==> src/rtl/spi_ctrl.sv <==
// spi_ctrl: byte sequencer driving the spi_shift serializer (SPI mode 0).
// CS stays low across a multi-byte transaction until a last byte completes.
module spi_ctrl #(
    parameter int DW      = 8,
    parameter int HALF    = 2,
    parameter int CS_HOLD = 2
) (
    input  logic          clk,
    input  logic          rst,
    input  logic          i_valid,
    input  logic [DW-1:0] i_data,
    input  logic          i_dc,
    input  logic          i_last,
    output logic          o_ready,
    output logic          o_load,
    output logic          o_shift_en,
    output logic [DW-1:0] o_data,
    output logic          o_dc,
    output logic          o_cs,
    output logic          o_sclk,
    output logic          o_busy,
    output logic          o_done
);
    localparam int HP   = (HALF < 1) ? 1 : HALF;
    localparam int CMAX = (HP > CS_HOLD) ? HP : CS_HOLD;
    localparam int CW   = $clog2(CMAX + 1);
    localparam int BW   = $clog2(DW + 1);
    localparam logic [CW-1:0] PH_END = CW'(HP - 1);
    localparam logic [CW-1:0] HD_END = CW'((CS_HOLD > 0) ? CS_HOLD - 1 : 0);
    localparam logic [BW-1:0] BITS   = BW'(DW);

    typedef enum logic [2:0] {IDLE, LOAD, PRE, HIGH, LOW, HOLD, REL} state_t;

    state_t        state_q;
    logic [CW-1:0] cnt_q;
    logic [BW-1:0] bit_q;
    logic [BW-1:0] bit_d;
    logic          last_q;
    logic          ph_end;
    logic          byte_end;

    assign bit_d    = bit_q + 1'b1;
    assign ph_end   = (cnt_q == PH_END);
    assign byte_end = (state_q == LOW) && ph_end && (bit_q == BITS);
    assign o_busy   = (state_q != IDLE);
    assign o_ready  = (state_q == IDLE) || (byte_end && !last_q);

    always_ff @(posedge clk or negedge rst) begin
        if (!rst) begin
            state_q    <= IDLE;
            cnt_q      <= '0;
            bit_q      <= '0;
            last_q     <= 1'b0;
            o_load     <= 1'b0;
            o_shift_en <= 1'b0;
            o_data     <= '1;
            o_dc       <= 1'b1;
            o_cs       <= 1'b1;
            o_sclk     <= 1'b0;
            o_done     <= 1'b0;
        end else begin
            o_load     <= 1'b0;
            o_shift_en <= 1'b0;
            o_done     <= 1'b0;
            // Accept covers both IDLE and the back-to-back slot at the end of LOW.
            if (i_valid && o_ready) begin
                state_q <= LOAD;
                last_q  <= i_last;
                o_load  <= 1'b1;
                o_data  <= i_data;
                o_dc    <= i_dc;
                o_cs    <= 1'b0;
                o_sclk  <= 1'b0;
            end else begin
                unique case (state_q)
                    IDLE: ;
                    LOAD: begin
                        state_q    <= PRE;
                        cnt_q      <= '0;
                        o_shift_en <= 1'b1;
                    end
                    PRE: begin
                        if (ph_end) begin
                            state_q <= HIGH;
                            cnt_q   <= '0;
                            bit_q   <= '0;
                            o_sclk  <= 1'b1;
                        end else begin
                            cnt_q <= cnt_q + 1'b1;
                        end
                    end
                    HIGH: begin
                        if (ph_end) begin
                            state_q    <= LOW;
                            cnt_q      <= '0;
                            bit_q      <= bit_d;
                            o_sclk     <= 1'b0;
                            o_shift_en <= (bit_d < BITS);
                        end else begin
                            cnt_q <= cnt_q + 1'b1;
                        end
                    end
                    LOW: begin
                        if (!ph_end) begin
                            cnt_q <= cnt_q + 1'b1;
                        end else if (bit_q != BITS) begin
                            state_q <= HIGH;
                            cnt_q   <= '0;
                            o_sclk  <= 1'b1;
                        end else if (!last_q) begin
                            state_q <= IDLE;
                        end else if (CS_HOLD == 0) begin
                            state_q <= REL;
                            o_load  <= 1'b1;
                            o_data  <= '1;
                            o_cs    <= 1'b1;
                            o_done  <= 1'b1;
                        end else begin
                            state_q <= HOLD;
                            cnt_q   <= '0;
                        end
                    end
                    HOLD: begin
                        if (cnt_q == HD_END) begin
                            state_q <= REL;
                            o_load  <= 1'b1;
                            o_data  <= '1;
                            o_cs    <= 1'b1;
                            o_done  <= 1'b1;
                        end else begin
                            cnt_q <= cnt_q + 1'b1;
                        end
                    end
                    REL: state_q <= IDLE;
                    default: state_q <= IDLE;
                endcase
            end
        end
    end
endmodule

==> config.mk <==
export PLATFORM = sky130hd
export DESIGN_NAME = spi_ctrl
export DESIGN_NICKNAME = d
export VERILOG_FILES = /design/src/rtl/spi_ctrl.sv
export SDC_FILE = /design/constraint.sdc
export NUM_CORES = 1
export LEC_CHECK = 0
export BUFFER_PORTS_ARGS = -buffer_cell sky130_fd_sc_hd__buf_2
export CAP_MARGIN = 20
export CORE_ASPECT_RATIO = 1.25
export CORE_MARGIN = 2
export CORE_UTILIZATION = 55
export DETAILED_ROUTE_END_ITERATION = 8
export PLACE_DENSITY_LB_ADDON = 0.12
export SLEW_MARGIN = 30
export SYNTH_ARGS = -nofsm -noshare
export SYNTH_HDL_FRONTEND = slang
export SYNTH_SLANG_ARGS = --single-unit
==> constraint.sdc <==
create_clock -name clk -period 4.6 [get_ports clk]
set_input_delay 0.69 -clock clk [delete_from_list [all_inputs] [get_ports clk]]
set_output_delay 0.69 -clock clk [all_outputs]
set_load 0.02 [all_outputs]
==> impl_metrics.tcl, run 1 <==
set metrics [dict create \
    status "finished clean" \
    post_cts_buffers 0 \
    grt-ovfl-total 0 \
    cts_tree "done" \
    clk_pin_slew_worst_paths_ps 130 \
    grtUsageTotal 0.208 \
    fin_skew_ps 2.47 \
    dpl_cell_area_um2 1520 \
    fmax_ghz 0.407 \
    yosysUniqueCellTypes 46 \
    ir_worst_vdd_mv 0.399 \
    cts.sinks 24 \
    cts_resized 0 \
    holdBufCountCts 0 \
    final_common_cell "buf_2" \
    synth_seq_cells 24 \
    ys_async_sr_fraction 1.00 \
    syn2layout_area_growth_pct 11.7 \
    worstPathMaxFanout 17 \
    drv_slew 0 \
    routed_wl_um 2670 \
    path_class "reg -> out" \
    total_power_mw 1.13 \
    syn_inst 136 \
    ys.flop_type "dfrtp_1" \
    most-common-layout-cells "28 x buf_2, 14 x inv_1, 14 x dfrtp_1" \
    h-tree-depth 1 \
    netlist_area_um2 1410 \
    rows 20 \
    via_per_inst 5.53 \
    critPathLaunchType "register" \
    worstSkewPairLatency_ps 310 \
    hold_viol 0 \
    critPathArrivalTime_ps 1770 \
    setup_viol 0 \
    fin_nets 176 \
    fp.coreArea_um2 2430 \
    dp_hpwl_um 1910 \
    ys_seq_area_frac 0.436 \
    yosys_warnings 0 \
    drc 0 \
    grt_pass1_wl_um 4710 \
    cts_buffers 3 \
    drt_iter0_drc 23 \
    rsz0062_at_grt "false" \
    cts_root_buffer "clkbuf_4" \
    cap_violations 0 \
    routabilityCongestion 0.848 \
    start_util 0.580 \
    diodes 0 \
    worstMarginPinSlew_ps 671 \
    avgRoutedWirePerCell_um 14.0 \
    dr.pass1.iters 4 \
    grt_pass1_vias 1023 \
    fin_tns_setup_ps 0 \
    clk_path_buf_depth 2 \
    period_minus_slack_ps 2460 \
    syn-mean-instance-area_um2 10.4 \
    setup.worst_path.end_class "output pin" \
    finalCritPeriodShare 0.535 \
    max-slew-margin-rel 0.553 \
    min_path_type "in -> async" \
    vias 1057 \
    final_antenna_net_count 0 \
    drive_gt1_frac 0.329 \
    die_w_um 49.3 \
    numPortBuffers 28 \
    dieHeight_um 60.6 \
    grt_max_degree 25 \
    syn-num-nets 153 \
    ios 29 \
    p_per_area_nw_per_um2 719 \
    synth-edff-count 0 \
    cp.required_ps 3910 \
    fin_area_um2 1570 \
    power.leakage_nw 0.764 \
    dieArea_um2 2980 \
    antenna_found_initial 0 \
]
-- metal layers --
metal | track usage | part of all wire | routed length [um]
met1 | 0.278 | 0.46 | 1220
met4 | 0.0980 | 0.010 | 27
met5 | 0 | 0 | 0
met2 | 0.344 | 0.50 | 1340
met3 | 0.0222 | 0.028 | 76
-- kinds of logic (layout without fill, tap and decap cells) --
family / Yosys count / in the layout / share of synthesized area
XOR/XNOR: 3 / 3 / 0.0187
AO/OA/AOI/OAI: 28 / 28 / 0.157
buffers and inverters: 25 / 47 / 0.0889
adder cells (fa/ha/maj): 4 / 4 / 0.0356
flip-flops: 24 / 24 / 0.436
AND/OR/NAND/NOR: 41 / 41 / 0.184
multiplexers: 11 / 11 / 0.0800
-- Yosys cell counts (2+ instances only) --
master,instances,area [um2]
nand3b_1,2,15.0
o21ai_1,7,35.0
nor2_1,10,37.5
o21a_1,2,15.0
nor2b_1,2,12.5
nand2_1,4,15.0
buf_4,3,22.5
o21ai_0,3,15.0
a21oi_1,3,15.0
dfrtp_1,14,350
mux2i_1,9,90.1
nand3_1,4,20.0
ha_1,4,50.1
buf_2,4,20.0
inv_1,14,52.6
a311oi_1,2,17.5
nand2b_1,2,12.5
and3b_1,2,17.5
xnor2_1,2,17.5
a31o_1,2,17.5
and4_1,2,17.5
mux2_1,2,22.5
nor3_1,3,15.0
o31a_1,2,17.5
buf_6,2,22.5
dfstp_2,10,263
-- sequential cells by signal, indices dropped and copies added (netlist names) --
name        flops
o_done          1
bit_q           4
o_dc            1
o_cs            1
o_shift_en      1
state_q         3
o_load          1
cnt_q           2
last_q          1
o_data          8
o_sclk          1
-- cell type report --
type	instances	area [um2]
clock buffers	3	22.5
clock inverters	1	30.0
fillers	229	855
inverters	15	56.3
multi-input cells	87	669
flip-flops and latches	24	613
well taps	33	41.3
repair buffers	28	140
-- final timing paths --
kind	startpoint	endpoint	slack, ps	cells after the start
worst max-delay path	cnt_q[1]	o_ready	2140	5
worst min-delay path	rst	o_done	330	1
worst max register to register	state_q[0]	last_q	2570	3
worst min register to register	bit_q[2]	bit_q[2]	540	1
max in group asynchronous	rst	o_data[4]	3910	1
min in group clk	bit_q[2]	bit_q[2]	540	1
-- critical path, stage by stage (launching register included) --
cell and delay [ps]:
dfrtp_1 430, inv_1 80, ha_1 550, nand3_1 140
nand2_1 100, buf_2 160
-- power breakdown --
group	switching (mW)	internal, mW
Clock	0.0631	0.0881
Sequential	0.114	0.331
Combinational	0.304	0.231
-- metrics by stage --
step | hold WS (ps) | utilization | setup WS [ps] | cells
after global routing | 355 | 0.648 | 2020 | 191
after CTS | 339 | 0.648 | 2160 | 191
final | 327 | 0.648 | 2140 | 191
after global placement | 500 | 0.626 | 2590 | 187
after floorplan | 394 | - | 2670 | 136
after detailed placement | 523 | 0.626 | 2540 | 187
Power figures use the tool's default switching activity.
==> run 2: changes to the inputs <==
--- a/config.mk
+++ b/config.mk
@@ -9,7 +9,7 @@
 export CAP_MARGIN = 20
 export CORE_ASPECT_RATIO = 1.25
 export CORE_MARGIN = 2
-export CORE_UTILIZATION = 55
+export CORE_UTILIZATION = 54
 export DETAILED_ROUTE_END_ITERATION = 8
 export PLACE_DENSITY_LB_ADDON = 0.12
 export SLEW_MARGIN = 30
==> constraint.sdc (replaced) <==
create_clock -name clk -period 2.5 [get_ports clk]
set_input_delay 0.375 -clock clk [delete_from_list [all_inputs] [get_ports clk]]
set_output_delay 0.375 -clock clk [all_outputs]
set_load 0.02 [all_outputs]
==> run 2 against run 1 <==
  * Clock power grew 13%
  * Clock skew grew 5.7 ps
  * Register-to-register slack lost 1900 ps
  * Sequential cell count is the same
  * Global-route usage shrank 0.20 points
  * Wire length grew 0.37%
  * Critical path depth is the same
  * First-iteration DRC count shrank 8.7%
  * Die area grew 1.7%
  * Non-clock buffer count grew 2
  * Critical endpoint unchanged
  * Largest power group unchanged
==> impl_metrics.tcl, run 2 (synthesis gave the netlist of run 1 again) <==
set metrics [dict create \
    grtUsageTotal 0.206 \
    routabilityCongestion 0.780 \
    p_sw_frac 0.445 \
    setup.worst_path.end_class "output pin" \
    post_cts_buffers 0 \
    worstSetupEndpoint "o_ready" \
    p_sw_uw 889 \
    cts.sinks 24 \
    path_class "reg -> out" \
    finalCritPeriodShare 0.836 \
    ff2ff_setup_slack_ps 660 \
    most-common-layout-cells "28 x buf_2, 14 x inv_1, 14 x dfrtp_1" \
    top_regs "o_data x8, bit_q x4, state_q x3" \
    syn2layout_area_growth_pct 10.9 \
    pwr-share-comb 0.517 \
    internal_power_mw 1.11 \
    critPathArrivalTime_ps 1710 \
    holdBufCountCts 0 \
    drv_slew 0 \
    ir_worst_vdd_mv 0.682 \
    grt_pass1_wl_um 4710 \
    rows 20 \
    r2r-start "bit_q[0]" \
    cts_tree "done" \
    worstPathMaxFanout 17 \
    ios 29 \
    cp.required_ps 2120 \
    rsz0062_at_grt "false" \
    setup_viol 0 \
    cts_root_buffer "clkbuf_4" \
    fmax_ghz 0.479 \
    crit_chain "inv_1 > ha_1 > nand3_1 > nand2_1 > buf_2" \
    via_per_inst 5.42 \
    critPathLaunchType "register" \
    fill_cells 242 \
    reg2reg_depth 6 \
    drc 0 \
    clk_path_buf_depth 2 \
    antenna_found_initial 0 \
    vias 1046 \
    max_stage_delay_ps 530 \
    r2r_end "o_data[3]" \
    cap_violations 0 \
    dp_hpwl_um 2000 \
    final_common_cell "buf_2" \
    final_antenna_net_count 0 \
    critPathLaunch "cnt_q[1]" \
    status "finished clean" \
    numPortBuffers 28 \
    post-route-util 0.637 \
    p_clk_frac 0.085 \
    fp.coreArea_um2 2450 \
    dieHeight_um 61.1 \
    dieArea_um2 3030 \
    dr.pass1.iters 3 \
    slowest_stage "ha_1" \
    p_seq_frac 0.398 \
    drive_gt1_frac 0.331 \
    p_per_area_nw_per_um2 1280 \
    fin_tns_setup_ps 0 \
    min_path_type "in -> async" \
    worstSkewPairLatency_ps 310 \
    clk_pin_slew_worst_paths_ps 130 \
    cts_resized 0 \
    cts_buffers 3 \
    h-tree-depth 1 \
    period_minus_slack_ps 2090 \
    routed_wl_um 2680 \
    fin_skew_ps 8.14 \
    hold_viol 0 \
    grt-ovfl-total 0 \
    grt_max_degree 25 \
    worstMarginPinSlew_ps 653 \
    power.leakage_nw 0.760 \
    largest_register_ffs 8 \
    diodes 0 \
    grt_pass1_vias 1056 \
    fin_nets 178 \
    max-slew-margin-rel 0.565 \
    die_w_um 49.7 \
    start_util 0.574 \
    avgRoutedWirePerCell_um 13.9 \
    drt_iter0_drc 21 \
    largest_register "o_data" \
]
## run 2: changes by cell type in the layout (fill, tap and decap cells not counted), sizes merged
cell and delta:
buf +2, bufinv -1, clkbuf +1
## run 2: layout make-up
| class | count | area (um2) | share of cell area |
|---|---|---|---|
| flip-flops and latches | 24 | 613 | 0.393 |
| multi-input cells | 87 | 669 | 0.429 |
| clock buffers | 4 | 26.3 | 0.0168 |
| inverters | 15 | 56.3 | 0.0361 |
| well taps | 33 | 41.3 | 0.0264 |
| repair buffers | 30 | 155 | 0.0994 |
## run 2: per-layer routing
layer | part of all wire | global-route usage | up-vias
met1 | 0.43 | 0.244 | 504
li1 | - | - | 516
met2 | 0.52 | 0.349 | 22
met3 | 0.040 | 0.0413 | 4
met5 | 0 | 0 | -
met4 | 0.012 | 0.127 | 0
## run 2: power by group through the flow
stage / clock (mW) / sequential (mW) / combinational (mW)
after floorplan: 0 / 0.852 / 0.754
after global placement: 0 / 0.788 / 1.00
after detailed placement: 0 / 0.799 / 1.04
after CTS: 0.179 / 0.793 / 1.04
after global routing: 0.198 / 0.824 / 1.14
final: 0.171 / 0.795 / 1.03
## run 2: metrics by stage
stage / power, mW / area (um2) / hold slack, ps / worst slack (ps) / std cells
6_report: 2.00 / 1560 / 30.5 / 411 / 193
5_1_grt: 2.16 / 1560 / 42.6 / 217 / 193
4_1_cts: 2.02 / 1560 / 32.1 / 399 / 193
3_5_place_dp: 1.84 / 1540 / 384 / 696 / 189
3_3_place_gp: 1.79 / 1540 / 381 / 723 / 189
2_1_floorplan: 1.61 / 1410 / 79.4 / 882 / 136
## run 2: how the worst min path moves through the flow
stage          from  endpoint  slack [ps]  cells past startpoint
2_1_floorplan   rst  bit_q[0]          80                      0
3_3_place_gp    rst  cnt_q[0]         380                      1
3_5_place_dp    rst    o_load         380                      1
4_1_cts         rst  bit_q[1]          30                      1
5_1_grt         rst    o_sclk          40                      1
6_report        rst  bit_q[0]          30                      1
## run 2: critical path, delay by kind of cell, from the launching register on
| kind | cells | cell delay (ps) |
|---|---|---|
| DFF | 1 | 420 |
| buffers and inverters | 2 | 230 |
| adders and majority gates | 1 | 530 |
| and+or+nand+nor | 2 | 240 |
